**src/rtl/instr_ram_arbiter_if.sv**
```systemverilog
// Bundle of the fetch port, loader port and instruction-RAM port seen by instr_ram_arbiter.
// The slave modport is the arbiter's view; master is the requester/memory side.
interface instr_ram_arbiter_if #(
    parameter int ADDR_WIDTH = 18,
    parameter int DATA_WIDTH = 32
);
    logic                      p0_req_i;
    logic [ADDR_WIDTH-1:0]     p0_addr_i;
    logic                      p0_gnt_o;
    logic                      p0_rvalid_o;
    logic [DATA_WIDTH-1:0]     p0_rdata_o;

    logic                      p1_req_i;
    logic [ADDR_WIDTH-1:0]     p1_addr_i;
    logic                      p1_we_i;
    logic [DATA_WIDTH/8-1:0]   p1_be_i;
    logic [DATA_WIDTH-1:0]     p1_wdata_i;
    logic                      p1_gnt_o;
    logic                      p1_rvalid_o;
    logic [DATA_WIDTH-1:0]     p1_rdata_o;
    logic                      p1_err_o;

    logic                      mem_en_o;
    logic [ADDR_WIDTH-1:0]     mem_addr_o;
    logic                      mem_we_o;
    logic [DATA_WIDTH/8-1:0]   mem_be_o;
    logic [DATA_WIDTH-1:0]     mem_wdata_o;
    logic [DATA_WIDTH-1:0]     mem_rdata_i;

    modport slave (
        input  p0_req_i, p0_addr_i,
        output p0_gnt_o, p0_rvalid_o, p0_rdata_o,
        input  p1_req_i, p1_addr_i, p1_we_i, p1_be_i, p1_wdata_i,
        output p1_gnt_o, p1_rvalid_o, p1_rdata_o, p1_err_o,
        output mem_en_o, mem_addr_o, mem_we_o, mem_be_o, mem_wdata_o,
        input  mem_rdata_i
    );

    modport master (
        output p0_req_i, p0_addr_i,
        input  p0_gnt_o, p0_rvalid_o, p0_rdata_o,
        output p1_req_i, p1_addr_i, p1_we_i, p1_be_i, p1_wdata_i,
        input  p1_gnt_o, p1_rvalid_o, p1_rdata_o, p1_err_o,
        input  mem_en_o, mem_addr_o, mem_we_o, mem_be_o, mem_wdata_o,
        output mem_rdata_i
    );
endinterface

```
**src/rtl/instr_ram_arbiter.sv**
```systemverilog
// Two-port arbiter in front of the single-port instruction RAM: fetch (port 0) has priority,
// loader (port 1) is guaranteed a grant after STARVE_LIMIT denied cycles.
module instr_ram_arbiter #(
    parameter int ADDR_WIDTH   = 18,
    parameter int DATA_WIDTH   = 32,
    parameter int STARVE_LIMIT = 4
) (
    input  logic                 clk,
    input  logic                 rst,
    instr_ram_arbiter_if.slave   bus
);
    localparam int         BE_WIDTH   = DATA_WIDTH / 8;
    localparam logic [3:0] STARVE_MAX = 4'(STARVE_LIMIT);

    logic [3:0]            starve_cnt_r;
    logic                  resp_valid_r;
    logic                  resp_owner_r;
    logic                  resp_write_r;
    logic                  resp_drop_r;

    logic                  p0_gnt_s;
    logic                  p1_gnt_s;
    logic                  p1_drop_s;
    logic                  mem_en_s;
    logic [ADDR_WIDTH-1:0] mem_addr_s;
    logic                  mem_we_s;
    logic [BE_WIDTH-1:0]   mem_be_s;
    logic [DATA_WIDTH-1:0] mem_wdata_s;
    logic                  p0_rvalid_s;
    logic                  p1_rvalid_s;

    // Grant decision; gated by rst so nothing is granted while reset is held.
    always_comb begin
        p0_gnt_s = 1'b0;
        p1_gnt_s = 1'b0;
        if (rst) begin
            p0_gnt_s = 1'b0;
            p1_gnt_s = 1'b0;
        end else if (bus.p1_req_i && (!bus.p0_req_i || (starve_cnt_r == STARVE_MAX))) begin
            p1_gnt_s = 1'b1;
        end else if (bus.p0_req_i) begin
            p0_gnt_s = 1'b1;
        end else begin
            p0_gnt_s = 1'b0;
            p1_gnt_s = 1'b0;
        end
        // Loader writes into the boot-ROM window are acknowledged but never reach memory.
        p1_drop_s = p1_gnt_s && bus.p1_we_i && bus.p1_addr_i[ADDR_WIDTH-1];
    end

    // Memory-side mux: the granted port drives the RAM in the grant cycle.
    always_comb begin
        mem_en_s    = 1'b0;
        mem_addr_s  = {ADDR_WIDTH{1'b0}};
        mem_we_s    = 1'b0;
        mem_be_s    = {BE_WIDTH{1'b0}};
        mem_wdata_s = {DATA_WIDTH{1'b0}};
        if (p0_gnt_s) begin
            mem_en_s    = 1'b1;
            mem_addr_s  = bus.p0_addr_i;
            mem_we_s    = 1'b0;
            mem_be_s    = {BE_WIDTH{1'b1}};
        end else if (p1_gnt_s) begin
            mem_en_s    = !p1_drop_s;
            mem_addr_s  = bus.p1_addr_i;
            mem_we_s    = bus.p1_we_i;
            mem_be_s    = bus.p1_be_i;
            mem_wdata_s = bus.p1_wdata_i;
        end else begin
            mem_en_s    = 1'b0;
        end
    end

    // Starvation counter: counts denied loader cycles, cleared on grant or when the loader idles.
    always_ff @(posedge clk or posedge rst) begin
        if (rst) begin
            starve_cnt_r <= 4'd0;
        end else if (!bus.p1_req_i || p1_gnt_s) begin
            starve_cnt_r <= 4'd0;
        end else if (starve_cnt_r != STARVE_MAX) begin
            starve_cnt_r <= starve_cnt_r + 4'd1;
        end else begin
            starve_cnt_r <= starve_cnt_r;
        end
    end

    // One-deep response pipeline matching the RAM's 1-cycle read latency.
    always_ff @(posedge clk or posedge rst) begin
        if (rst) begin
            resp_valid_r <= 1'b0;
            resp_owner_r <= 1'b0;
            resp_write_r <= 1'b0;
            resp_drop_r  <= 1'b0;
        end else begin
            resp_valid_r <= p0_gnt_s || p1_gnt_s;
            resp_owner_r <= p1_gnt_s;
            resp_write_r <= p1_gnt_s && bus.p1_we_i;
            resp_drop_r  <= p1_drop_s;
        end
    end

    assign p0_rvalid_s     = resp_valid_r && !resp_owner_r;
    assign p1_rvalid_s     = resp_valid_r && resp_owner_r;

    assign bus.p0_gnt_o    = p0_gnt_s;
    assign bus.p1_gnt_o    = p1_gnt_s;
    assign bus.mem_en_o    = mem_en_s;
    assign bus.mem_addr_o  = mem_addr_s;
    assign bus.mem_we_o    = mem_we_s;
    assign bus.mem_be_o    = mem_be_s;
    assign bus.mem_wdata_o = mem_wdata_s;

    assign bus.p0_rvalid_o = p0_rvalid_s;
    assign bus.p0_rdata_o  = p0_rvalid_s ? bus.mem_rdata_i : {DATA_WIDTH{1'b0}};
    assign bus.p1_rvalid_o = p1_rvalid_s;
    assign bus.p1_rdata_o  = (p1_rvalid_s && !resp_write_r) ? bus.mem_rdata_i : {DATA_WIDTH{1'b0}};
    assign bus.p1_err_o    = p1_rvalid_s && resp_drop_r;
endmodule

```
**src/flat_wrapper.sv**
```systemverilog
// flat-port wrapper written by rule: the top's interface ports become plain ports
module instr_ram_arbiter_flat 
#(
    parameter int ADDR_WIDTH   = 18,
    parameter int DATA_WIDTH   = 32,
    parameter int STARVE_LIMIT = 4
)
  (clk, rst, bus_p0_req_i, bus_p0_addr_i, bus_p0_gnt_o, bus_p0_rvalid_o, bus_p0_rdata_o, bus_p1_req_i, bus_p1_addr_i, bus_p1_we_i, bus_p1_be_i, bus_p1_wdata_i, bus_p1_gnt_o, bus_p1_rvalid_o, bus_p1_rdata_o, bus_p1_err_o, bus_mem_en_o, bus_mem_addr_o, bus_mem_we_o, bus_mem_be_o, bus_mem_wdata_o, bus_mem_rdata_i);
  instr_ram_arbiter_if #(.ADDR_WIDTH(ADDR_WIDTH), .DATA_WIDTH(DATA_WIDTH)) bus_i ();
  input  logic clk;
  input  logic rst;
  input wire logic [$bits(bus_i.p0_req_i)-1:0] bus_p0_req_i;
  input wire logic [$bits(bus_i.p0_addr_i)-1:0] bus_p0_addr_i;
  output wire logic [$bits(bus_i.p0_gnt_o)-1:0] bus_p0_gnt_o;
  output wire logic [$bits(bus_i.p0_rvalid_o)-1:0] bus_p0_rvalid_o;
  output wire logic [$bits(bus_i.p0_rdata_o)-1:0] bus_p0_rdata_o;
  input wire logic [$bits(bus_i.p1_req_i)-1:0] bus_p1_req_i;
  input wire logic [$bits(bus_i.p1_addr_i)-1:0] bus_p1_addr_i;
  input wire logic [$bits(bus_i.p1_we_i)-1:0] bus_p1_we_i;
  input wire logic [$bits(bus_i.p1_be_i)-1:0] bus_p1_be_i;
  input wire logic [$bits(bus_i.p1_wdata_i)-1:0] bus_p1_wdata_i;
  output wire logic [$bits(bus_i.p1_gnt_o)-1:0] bus_p1_gnt_o;
  output wire logic [$bits(bus_i.p1_rvalid_o)-1:0] bus_p1_rvalid_o;
  output wire logic [$bits(bus_i.p1_rdata_o)-1:0] bus_p1_rdata_o;
  output wire logic [$bits(bus_i.p1_err_o)-1:0] bus_p1_err_o;
  output wire logic [$bits(bus_i.mem_en_o)-1:0] bus_mem_en_o;
  output wire logic [$bits(bus_i.mem_addr_o)-1:0] bus_mem_addr_o;
  output wire logic [$bits(bus_i.mem_we_o)-1:0] bus_mem_we_o;
  output wire logic [$bits(bus_i.mem_be_o)-1:0] bus_mem_be_o;
  output wire logic [$bits(bus_i.mem_wdata_o)-1:0] bus_mem_wdata_o;
  input wire logic [$bits(bus_i.mem_rdata_i)-1:0] bus_mem_rdata_i;
  assign bus_i.p0_req_i = bus_p0_req_i;
  assign bus_i.p0_addr_i = bus_p0_addr_i;
  assign bus_p0_gnt_o = bus_i.p0_gnt_o;
  assign bus_p0_rvalid_o = bus_i.p0_rvalid_o;
  assign bus_p0_rdata_o = bus_i.p0_rdata_o;
  assign bus_i.p1_req_i = bus_p1_req_i;
  assign bus_i.p1_addr_i = bus_p1_addr_i;
  assign bus_i.p1_we_i = bus_p1_we_i;
  assign bus_i.p1_be_i = bus_p1_be_i;
  assign bus_i.p1_wdata_i = bus_p1_wdata_i;
  assign bus_p1_gnt_o = bus_i.p1_gnt_o;
  assign bus_p1_rvalid_o = bus_i.p1_rvalid_o;
  assign bus_p1_rdata_o = bus_i.p1_rdata_o;
  assign bus_p1_err_o = bus_i.p1_err_o;
  assign bus_mem_en_o = bus_i.mem_en_o;
  assign bus_mem_addr_o = bus_i.mem_addr_o;
  assign bus_mem_we_o = bus_i.mem_we_o;
  assign bus_mem_be_o = bus_i.mem_be_o;
  assign bus_mem_wdata_o = bus_i.mem_wdata_o;
  assign bus_i.mem_rdata_i = bus_mem_rdata_i;
  instr_ram_arbiter #(.ADDR_WIDTH(ADDR_WIDTH), .DATA_WIDTH(DATA_WIDTH), .STARVE_LIMIT(STARVE_LIMIT)) u_core (.clk(clk), .rst(rst), .bus(bus_i));
endmodule
```
**config.mk**
```make
export PLATFORM = sky130hd
export DESIGN_NAME = instr_ram_arbiter_flat
export DESIGN_NICKNAME = d
export VERILOG_FILES = /design/src/rtl/instr_ram_arbiter_if.sv /design/src/rtl/instr_ram_arbiter.sv /design/src/flat_wrapper.sv
export SDC_FILE = /design/constraint.sdc
export NUM_CORES = 1
export LEC_CHECK = 0
export ABC_AREA = 1
export CORE_AREA = 2 2 92 94
export DETAILED_ROUTE_END_ITERATION = 7
export DIE_AREA = 0 0 94 96
export PLACE_DENSITY_LB_ADDON = 0.25
export SLEW_MARGIN = 40
export SYNTH_ARGS = -nofsm -noshare
export SYNTH_HDL_FRONTEND = slang
export SYNTH_SLANG_ARGS = --single-unit
export TNS_END_PERCENT = 1
```
**constraint.sdc**
```tcl
create_clock -name clk -period 2 [get_ports clk]
set_input_delay 0.3 -clock clk [delete_from_list [all_inputs] [get_ports clk]]
set_output_delay 0.3 -clock clk [all_outputs]
set_load 0.1 [all_outputs]
```
# Word level (Yosys, flattened, before mapping)

Index checks and enable logic that the tools add are counted.

Word-level logic and storage cells: 43
Output and inout port bits: 125
Register bits: 8

Eq/ne operators: 2
Add/subtract/negate cells: 1
Muxes and demuxes: 19
Reductions and logical operators: 16

Operators with widths:

| cell                                                   | number |
|---|---|
| 2-to-1 mux 32 bit                                      | 4 |
| 2-to-1 mux 18 bit                                      | 2 |
| 2-to-1 mux 4 bit                                       | 4 |
| 2-to-1 mux 1 bit                                       | 9 |
| logical AND 1 bit                                      | 7 |
| logical NOT 1 bit                                      | 5 |
| adder 4 x 1 -> 4 bit (second input constant)           | 1 |
| equality test 4 x 3 -> 1 bit (second input constant)   | 1 |
| inequality test 4 x 3 -> 1 bit (second input constant) | 1 |
| logical OR 1 bit                                       | 3 |
| nonzero test 2 bit                                     | 1 |

# Depth between registers and ports, before layout

Gate-level depths: netlist of run 1.

Word-level depth: 10
Gate-level depth with buffers: 9
Gate-level depth less buffers: 8

# Least setup slack after synthesis of run 1

OpenSTA, ideal clock, no wires.

Path kind: reg-to-output
Start: register u_core.resp_owner_r
End: output port bus_p0_rdata_o[0]
Buffers on the path: 1
Path slack: -1.770 ns
Cell stages (with the launch flop): 5
Data arrival time: 3.470 ns
Cell sequence: dfrtp_1 -> nor2_1 -> inv_1 -> clkbuf_1 -> nor2_1

Cells in the longest elaborated chain, start to end: 3

Ends and longest elaborated chain:

| item                      | RTL line                 | source |
|---|---|---|
| start: declaration        | instr_ram_arbiter.sv:17  | `logic resp_owner_r;` |
| start signal: assignment  | instr_ram_arbiter.sv:96  | `resp_owner_r <= p1_gnt_s;` |
| logical NOT 1 bit         | instr_ram_arbiter.sv:102 | `assign p0_rvalid_s = resp_valid_r && !resp_owner_r;` |
| logical AND 1 bit         | instr_ram_arbiter.sv:102 |  |
| named net bus_p0_rvalid_o | flat_wrapper.sv:15       | `output wire logic [$bits(bus_i.p0_rvalid_o)-1:0] bus_p0_rvalid_o;` |
| 2-to-1 mux 32 bit         | instr_ram_arbiter.sv:114 | `assign bus.p0_rdata_o = p0_rvalid_s ? bus.mem_rdata_i : {DATA_WIDTH{1'b0}};` |
| end: declaration          | flat_wrapper.sv:16       | `output wire logic [$bits(bus_i.p0_rdata_o)-1:0] bus_p0_rdata_o;` |

The timed path passes the listed nets, and every way through them passes these cells.

# Worst setup path in the final report of run 1

Start: register u_core.starve_cnt_r[1]
End: output port bus_mem_wdata_o[15]

Cells in the longest elaborated chain, start to end: 7
Elaborated cells between the ends (all ways): 9
Classes of those cells: eq/ne: 1; mux: 6; reduce/logical: 2

Ends and longest elaborated chain:

| item                           | RTL line                | source |
|---|---|---|
| start: declaration             | instr_ram_arbiter.sv:15 | `logic [3:0] starve_cnt_r;` |
| start signal: assignment       | instr_ram_arbiter.sv:81 | `starve_cnt_r <= starve_cnt_r + 4'd1;` |
| start signal: assignment       | instr_ram_arbiter.sv:83 | `starve_cnt_r <= starve_cnt_r;` |
| equality test 4 x 3 -> 1 bit * | instr_ram_arbiter.sv:39 | `end else if (bus.p1_req_i && (!bus.p0_req_i \|\| (starve_cnt_r == STARVE_MAX))) begin` |
| logical OR 1 bit *             | instr_ram_arbiter.sv:39 |  |
| logical AND 1 bit *            | instr_ram_arbiter.sv:39 |  |
| 2-to-1 mux 1 bit               | instr_ram_arbiter.sv:39 |  |
| 2-to-1 mux 1 bit               | instr_ram_arbiter.sv:36 | `if (rst) begin` |
| 2-to-1 mux 32 bit              | instr_ram_arbiter.sv:63 | `end else if (p1_gnt_s) begin` |
| 2-to-1 mux 32 bit *            | instr_ram_arbiter.sv:58 | `if (p0_gnt_s) begin` |
| end: declaration               | flat_wrapper.sv:30      | `output wire logic [$bits(bus_i.mem_wdata_o)-1:0] bus_mem_wdata_o;` |

Mark *: on every way between the ends. The rest lies on a longest branch, timed or not.

==> run metrics, run 1 <==
fmax 486 MHz; mux share of post-synthesis cell area 0; Avg Synthesized Cell Area 5.38 sq um; initial DRC count 35; worst r2r dst u_core.starve_cnt_r[2]; Synth Register Bits 8; CP required 1.70 ns; Peak VDD IR 218 uV; chip width 94 microns; starting density of the core 0.194; Synth Area in Compound Gates 0.0120; Slowest cell on crit path dfrtp_1; CTS sink count 8; Total Wirelength 9190 microns; Worst Path Arrival 1.76 ns; Max-Cap Viols 0; post-synth top area share 0.206; xor/xnor share of the synthesized area 0.0112; Critical Setup Path Class flip-flop to primary output; Clk Tree Root Cell clkbuf_8; cells on worst reg2reg path 10; Cells after Synth 291; Rows 33; diodes inserted 0; largest family of logic cells by synthesized area simple AND/OR/NAND/NOR gates; max-slew violations 0; Ys Warns 0; crit path time final 2.06 ns; Vias/cell 4.19; crit share post-route 1.03; post-route cell area 6020 sq um; die footprint 9020 sq um; P&R area growth vs syn 284%; initial antenna violation count 0; RR Startpoint u_core.starve_cnt_r[1]; Clock Pin Slew Worst Setup and Hold Paths 0.04 ns; Leak 0.00267 uW; CTS tree yes; Post-DRT Antenna Nets 0; Die Y 96 microns; Syn Nets 402; sequential cell area fraction in the yosys report 0.128; critical path's most frequent cell nand3_4; H-Tree Level Count 1; pin count of the biggest net entering global routing 28; first-pass GRT wire length 13,700 microns; final setup vio count 31; grt ovf 0; Slew @ Worst Pin 0.526 ns; worst skew pair latency 0.23 ns; share of layout cells above drive strength 1 0.515; Critical Path Sink Type primary output; Power Density 389 nW/um^2; routed length per instance 14.3 microns; Startpoint Class flip-flop; failing checks negative setup slack; RSZ-0062 raised after global routing true; clk buf depth 2; Cells after DPL 629; post-route setup slack -0.0586 ns; Synth area leader nor2_1; count of final hold-check violations 0; fillers 555; max incr delay on CP 0.39 ns; status complete, but fails checks; DRC violations left 0; core area 8050 sq um; Crit Path Max Fanout 7; Synth cell types 23; TritonCTS Buffers 3; setup_tns -0.723 ns; Synth area leaders nor2_1 21%, inv_1 19%, nor2_4 14%; Post-Synth Simple-Gate Area 0.573; placed cell areas 5720 sq um; DR vias 2,697; port bufs 233; Cell Area, Synth 1570 sq um; Hold Path Class input pin to async pin; CP Cell Sequence inv_2 -> ha_4 -> nand3_4 -> nand2_4 -> nand3_4 -> buf_6 -> buf_16 -> nor2_4 -> buf_12; R2R setup slack 0.40 ns; GRT Resource Usage Total 0.190; Top Ports 234; final net count 651; post-synthesis adder-cell area fraction 0.0160; post-DP HPWL 7960 microns; most common cell after layout, fill and taps aside buf_12; number of global-route vias before repair 2,869; drt pass-1 iters 4; Non-Filler Instances 643; clk_skew 0.00346 ns; most frequent cells in the layout 131 x buf_12, 108 x clkdlybuf4s50_1, 75 x inv_1; global placement routability congestion 0.757; slew margin rel. 0.649
==> cells in the mapped netlist (all sizes together) <==
library cell	count
o21ai	2
nand2	51
buf	10
nor3	1
nand3	22
or2	1
xor2	2
dfrtp	8
clkbuf	5
o2111ai	1
nand4	1
ha	2
nor2	106
inv	79
==> per-stage QoR <==
step | hold WS [ns] | worst slack (ns) | util | power, uW
detailed placement | 0.597 | -0.00739 | 0.711 | 2080
floorplan | 0.154 | -0.396 | - | 1290
CTS | 0.463 | -0.0564 | 0.733 | 2320
global placement | 0.570 | 0.0347 | 0.711 | 2060
finish | 0.458 | -0.0586 | 0.747 | 2340
global route | 0.490 | -0.122 | 0.747 | 2430
==> critical path: cells and delay by family (launching register included) <==
family	cells	cell delay, ns
flops	1	0.39
simple gates	4	0.41
buf+inv	4	0.58
fa+ha+maj	1	0.14
==> report_power, final <==
group | internal [uW] | switching, uW | total [uW]
registers | 176 | 11.5 | 187
clock network | 130 | 59.4 | 189
logic | 767 | 1200 | 1970
==> registers in the layout, summed over array words and instances (netlist names) <==
register / count
u_core.resp_owner_r: 1
u_core.resp_write_r: 1
u_core.resp_valid_r: 1
u_core.starve_cnt_r: 4
u_core.resp_drop_r: 1
==> area by class of cell <==
cell class,instances,area [sq um],share of cell area
Clock buffer,3,41.3,0.00686
Inverter,79,302,0.0501
Multi-Input combinational cell,189,1420,0.236
Sequential cell,8,200,0.0333
Tap cell,105,131,0.0218
Timing Repair Buffer,259,3930,0.652
==> how the worst max path moves through the flow <==
stage	start	endpoint	slack, ns
after floorplan	u_core.resp_owner_r	bus_p1_rdata_o[0]	-0.40
after detailed placement	bus_p0_req_i	bus_mem_wdata_o[3]	-0.007
after global routing	u_core.starve_cnt_r[1]	bus_mem_wdata_o[15]	-0.12
after global placement	bus_p0_req_i	bus_mem_wdata_o[9]	0.03
after CTS	u_core.starve_cnt_r[0]	bus_mem_wdata_o[0]	-0.06
final	u_core.starve_cnt_r[1]	bus_mem_wdata_o[15]	-0.06
==> kinds of logic (layout without fill, tap and decap cells) <==
kind of cell | after synthesis | in the layout
buffers and inverters | 94 | 341
AO/OA/AOI/OAI | 3 | 3
flip-flops | 8 | 8
adder cells (fa/ha/maj) | 2 | 2
AND/OR/NAND/NOR | 182 | 182
XOR/XNOR | 2 | 2
==> metal layers <==
layer,part of all wire,routed length (microns),vias to the layer above,track usage
met2,0.56,5190,149,0.390
met4,0.016,150,0,0.0447
met3,0.13,1160,11,0.0830
met5,0,0,-,0
li1,-,-,1311,-
met1,0.29,2690,1226,0.167
==> what timing repair did <==
item,in CTS,in global routing
buffers inserted,6,3
gates cloned,1,1
gates resized for setup,20,17
pin swaps,1,8
setup endpoints to repair,57,92
hold buffers,0,0
Note: power is estimated with default switching activity, not from simulation.
==> run 2: changes to the inputs <==
--- a/config.mk
+++ b/config.mk
@@ -9,7 +9,9 @@
 export CORE_AREA = 2 2 92 94
 export DETAILED_ROUTE_END_ITERATION = 7
 export DIE_AREA = 0 0 94 96
+export GPL_ROUTABILITY_DRIVEN = 0
 export PLACE_DENSITY_LB_ADDON = 0.25
+export SKIP_LAST_GASP = 1
 export SLEW_MARGIN = 40
 export SYNTH_ARGS = -nofsm -noshare
 export SYNTH_HDL_FRONTEND = slang
==> run 2 against run 1 <==
The flow still finishes with violations (negative setup slack). Cell area down 0.37%. Clock power about the same. Sequential share of layout area about the same. Highest routed layer unchanged. First-iteration DRC count down 14%. Sequential cell count unchanged. Maximum frequency about the same. Largest power group unchanged.
==> run metrics, run 2 (same netlist as run 1, synthesis figures left out) <==
drt pass-1 iters 4 (unchanged); RR Startpoint u_core.starve_cnt_r[1]; GRT Resource Usage Total 0.190 (about the same); clk buf depth 2 (unchanged); Largest Register u_core.starve_cnt_r; crit share post-route 1.03 (about the same); Critical Setup Path Class flip-flop to primary output; met2 wire len 5220 microns (+0.62%); first-pass GRT wire length 13,600 microns (-0.15%); max reg flops 4 (unchanged); Rows 33 (unchanged); fmax 485 MHz (about the same); chip width 94 microns (unchanged); Top Ports 234 (unchanged); initial DRC count 30 (-14%); Power Density 390 nW/um^2 (+0.22%); pre-CTS WS -0.00739 ns (unchanged); grt ovf 0 (unchanged); Max-Cap Viols 0 (unchanged); worst hold slack 0.459 ns (+0.000656 ns); Hold Path Class input pin to async pin; Critical Path Sink Type primary output; Leak 0.00268 uW (+0.23%); CTS sink count 8 (unchanged); Non-Filler Instances 644 (+0.16%); die footprint 9020 sq um (unchanged); H-Tree Level Count 1 (unchanged); final net count 652 (+0.15%); DRC violations left 0 (unchanged); port bufs 233 (unchanged); final setup vio count 38 (+23%); starting density of the core 0.194 (unchanged); Cells after DPL 629 (unchanged); share of layout cells above drive strength 1 0.501 (-0.0139); slew margin rel. 0.652 (+0.00313); CTS tree yes; Clk Tree Root Cell clkbuf_8; Slew @ Worst Pin 0.522 ns (-0.00469 ns); R2R setup slack 0.40 ns (about the same); setup_tns -1.02 ns (-0.294 ns); Vias/cell 4.18 (-0.45%); Die Y 96 microns (unchanged); Total Wirelength 9190 microns (unchanged); Worst Path Arrival 1.76 ns (about the same); core area 8050 sq um (unchanged); WL met1 2650 microns (-1.4%); number of global-route vias before repair 2,859 (-0.35%); count of final hold-check violations 0 (unchanged); status complete, but fails checks; worst r2r dst u_core.starve_cnt_r[2]; Crit Path Max Fanout 3 (-4); Startpoint Class flip-flop; DR top layer met4; Post-DRT Antenna Nets 0 (unchanged); fillers 563 (+1.4%); clk_skew 0.00325 ns (-0.000206 ns); failing checks negative setup slack; CP required 1.70 ns (about the same); DR vias 2,689 (-0.30%); worst skew pair latency 0.23 ns (about the same); max-slew violations 0 (unchanged); initial antenna violation count 0 (unchanged); most common cell after layout, fill and taps aside buf_12; Peak VDD IR 215 uV (-1.4%); RSZ-0062 raised after global routing true; crit path time final 2.06 ns (+0.00152 ns); pin count of the biggest net entering global routing 28 (unchanged); hold buffer count at CTS 0 (unchanged); WL met3 1170 microns (+0.52%); P&R area growth vs syn 283%; routed length per instance 14.3 microns (-0.16%); post-route setup slack -0.0602 ns (-0.00152 ns); TritonCTS Buffers 3 (unchanged); Pwr Total 2340 uW (-0.15%); post-DP HPWL 7960 microns (unchanged); diodes inserted 0 (unchanged); Clock Pin Slew Worst Setup and Hold Paths 0.04 ns (about the same); cells on worst reg2reg path 10 (unchanged); most frequent cells in the layout 132 x buf_12, 108 x clkdlybuf4s50_1, 75 x inv_1
[run 2: where the power goes]
part	internal, uW	switching [uW]	total, uW
Combinational	768	1200	1960
Clock	130	59.0	189
Sequential	176	11.4	187
Total	1070	1270	2340
[run 2: area by class of cell]
cell class	instances	area [sq um]	share of cell area
Multi-Input combinational cell	189	1380	0.230
Clock buffer	3	41.3	0.00689
Timing Repair Buffer	260	3940	0.658
Inverter	79	302	0.0503
Tap cell	105	131	0.0219
Sequential cell	8	200	0.0334
[run 2: through the flow]
step,instance area [sq um],utilization
2_1_floorplan,1920,-
3_3_place_gp,5720,0.711
3_5_place_dp,5720,0.711
4_1_cts,5880,0.730
5_1_grt,6000,0.745
6_report,6000,0.745
[run 2: what timing repair did]
action	4_1_cts	5_1_grt
pin swaps	1	4
buffers inserted	6	3
gates resized for setup	15	10
cloned	1	2
endpoints found under the setup margin	57	89
[run 2: layer usage]
metal / global-route usage / up-vias
met1: 0.166 / 1219
met3: 0.0830 / 11
met2: 0.390 / 149
met4: 0.0447 / 0
met5: 0 / -
li1: - / 1310
[run 2: worst max path at each step]
stage,from,endpoint,slack (ns),cells past startpoint
global placement,bus_p0_req_i,bus_mem_wdata_o[9],0.03,6
floorplan,u_core.resp_owner_r,bus_p1_rdata_o[0],-0.40,4
global route,u_core.starve_cnt_r[1],bus_mem_wdata_o[15],-0.12,9
detailed placement,bus_p0_req_i,bus_mem_wdata_o[3],-0.007,6
CTS,u_core.starve_cnt_r[0],bus_mem_addr_o[12],-0.08,10
finish,u_core.starve_cnt_r[1],bus_mem_addr_o[17],-0.06,9
[run 2: worst max-delay path, cell delays in order (launching register included)]
cell	delay, ns
dfrtp_1	0.39
inv_2	0.09
ha_4	0.14
nand3_4	0.09
nand2_4	0.09
nand3_4	0.11
buf_6	0.16
buf_6	0.12
o21ai_4	0.16
buf_12	0.19
==> run 3: changes to the inputs <==
==> constraint.sdc (replaced) <==
create_clock -name clk -period 2.1 [get_ports clk]
set_input_delay 0.315 -clock clk [delete_from_list [all_inputs] [get_ports clk]]
set_output_delay 0.315 -clock clk [all_outputs]
set_load 0.1 [all_outputs]
==> run 3 against run 2 <==
The run still ends with negative setup slack left. Cell count fell by 0.62%. Sequential share of layout area rose by 0.053 points. First-iteration DRC count fell by 13%. Power fell by 5.7%. Setup slack improved by 0.055 ns. Routed wire length fell by 2.9%.
==> run metrics, run 3 (same netlist as run 1, synthesis figures left out) <==
status complete, but fails checks; failing checks negative setup slack; starting density of the core 0.194 (unchanged); Clock Pin Slew Worst Setup and Hold Paths 0.04 ns (about the same); Slowest cell on crit path dfrtp_1; count of final hold-check violations 0 (unchanged); grt ovf 0 (unchanged); port bufs 233 (unchanged); Worst Path Arrival 1.79 ns (+0.03 ns); Critical Path Stages 9 (unchanged); Vias/cell 4.19 (+0.36%); max-slew violations 0 (unchanged); family with the most delay on the worst path buffers and inverters; RSZ-0062 raised after global routing true; slew margin rel. 0.682 (+0.0301); CP bufs+invs 4 (unchanged); Critical Setup Path Class flip-flop to primary output; Slew @ Worst Pin 0.477 ns (-0.0451 ns); Sequential Power Share 0.081 (about the same); Rows 33 (unchanged); fmax 475 MHz; initial DRC count 26 (-13%); CP Cell Sequence inv_2 -> ha_4 -> nand3_4 -> nand2_4 -> nand3_4 -> buf_12 -> buf_12 -> o21ai_4 -> buf_12; drt pass-1 iters 4 (unchanged); H-Tree Level Count 1 (unchanged); Pwr Total 2210 uW (-5.7%); Non-Filler Instances 640 (-0.62%); first-pass GRT wire length 14,200 microns (+4.1%); worst r2r dst u_core.starve_cnt_r[1]; CTS tree yes; final net count 648 (-0.61%); Leak 0.00265 uW (-1.2%); final core utilization 0.733 (-0.0117); crit path time final 2.11 ns; initial antenna violation count 0 (unchanged); CTS sink count 8 (unchanged); core area 8050 sq um (unchanged); R2R setup slack 0.39 ns (about the same); critical path's most frequent cell buf_12; CP required 1.78 ns (+0.08 ns); worst skew pair latency 0.23 ns (about the same); fillers 551 (-2.1%); max incr delay on CP 0.40 ns (about the same); Crit Path Max Fanout 10 (+7); Die Y 96 microns (unchanged); Clk Tree Root Cell clkbuf_8; P&R area growth vs syn 277%; chip width 94 microns (unchanged); most common cell after layout, fill and taps aside buf_12; cells on worst reg2reg path 10 (unchanged); Cells after DPL 627 (-0.32%); max reg flops 4 (unchanged); clock network power share 0.084 (+0.003); setup_tns -0.00539 ns (+1.01 ns); hold buffer count at CTS 0 (unchanged); pin count of the biggest net entering global routing 28 (unchanged); Startpoint Class flip-flop; Sw Ratio 0.545 (+0.00348); crit share post-route 1.00; Total Wirelength 8920 microns (-2.9%); Hold Path Class input pin to async pin; Post-DRT Antenna Nets 0 (unchanged); post-route cell area 5900 sq um (-1.6%); clk buf depth 2 (unchanged); routed length per instance 13.9 microns (-2.3%); number of global-route vias before repair 2,938 (+2.8%); DRC violations left 0 (unchanged); Switching Power 1200 uW (-5.0%); Int Power 1010 uW (-6.4%); most frequent cells in the layout 132 x buf_12, 108 x clkdlybuf4s50_1, 75 x inv_1; Peak VDD IR 271 uV (+26%); Largest Register u_core.starve_cnt_r; final setup vio count 1 (-97%); placed cell areas 5680 sq um (-0.70%); share of layout cells above drive strength 1 0.486 (-0.0149); Top Ports 234 (unchanged); die footprint 9020 sq um (unchanged); diodes inserted 0 (unchanged); Gate power share 0.836 (-0.003); TritonCTS Buffers 3 (unchanged); post-DP HPWL 7900 microns (-0.85%); GRT Resource Usage Total 0.198 (+0.00814); RR Startpoint u_core.starve_cnt_r[0]; DR vias 2,682 (-0.26%); clk_skew 0.00451 ns (+0.00126 ns); post-route setup slack -0.00539 ns (+0.0548 ns); Power Density 374 nW/um^2 (-4.2%); Critical Path Sink Type primary output; Max-Cap Viols 0 (unchanged)
[run 3: cell types whose count changed in the layout (fill, tap and decap cells not counted), sizes merged]
cell and change:
buf -2, clkbuf -2
[run 3: worst reg2reg max path, delay by kind of cell, from the launching register on]
family	cells	cell delay, ns
fa+ha+maj	1	0.14
simple gates	5	0.47
flops	1	0.40
buf+inv	4	0.59
[run 3: area by class of cell]
type                       count  area, sq um  area share
timing repair buffer         256         3870       0.655
tap                          105          131      0.0223
multi-input combinational    189         1350       0.229
inverter                      79          309      0.0524
clock buffer                   3         41.3     0.00700
sequential                     8          200      0.0339
[run 3: layer usage]
metal,up-vias,global-route usage,share of wire
li1,1305,-,-
met1,1195,0.187,0.30
met2,164,0.379,0.54
met3,18,0.0861,0.13
met4,0,0.0713,0.031
met5,-,0,0
[run 3: timing repair]
item,4_1_cts,5_1_grt
gates cloned,1,0
endpoints found under the hold margin,0,0
pin swaps,1,1
gates resized for setup,14,4
setup buffers,8,1
endpoints found under the setup margin,48,49
[run 3: metrics by stage]
step / setup WS, ns / hold slack, ns
finish: -0.00539 / 0.562
CTS: 0.0117 / 0.495
detailed placement: 0.0259 / 0.620
global placement: 0.0291 / 0.574
floorplan: -0.311 / 0.169
global route: -0.0597 / 0.603
[run 3: power by group through the flow]
stage                     logic, uW  registers, uW  clock network [uW]
final                          1840            179                 185
after global routing           1920            180                 198
after CTS                      1850            177                 188
after detailed placement       1790            182                   0
after global placement         1770            181                   0
after floorplan                1050            179                   0
[run 3: worst max-delay path by stage]
stage,start,slack [ns],end
final,u_core.starve_cnt_r[0],-0.005,bus_mem_addr_o[17]
after global routing,u_core.starve_cnt_r[0],-0.06,bus_mem_addr_o[17]
after CTS,u_core.starve_cnt_r[1],0.01,bus_mem_addr_o[17]
after detailed placement,bus_p0_req_i,0.03,bus_mem_addr_o[17]
after global placement,bus_p0_req_i,0.03,bus_mem_en_o
after floorplan,u_core.resp_owner_r,-0.31,bus_p1_rdata_o[0]
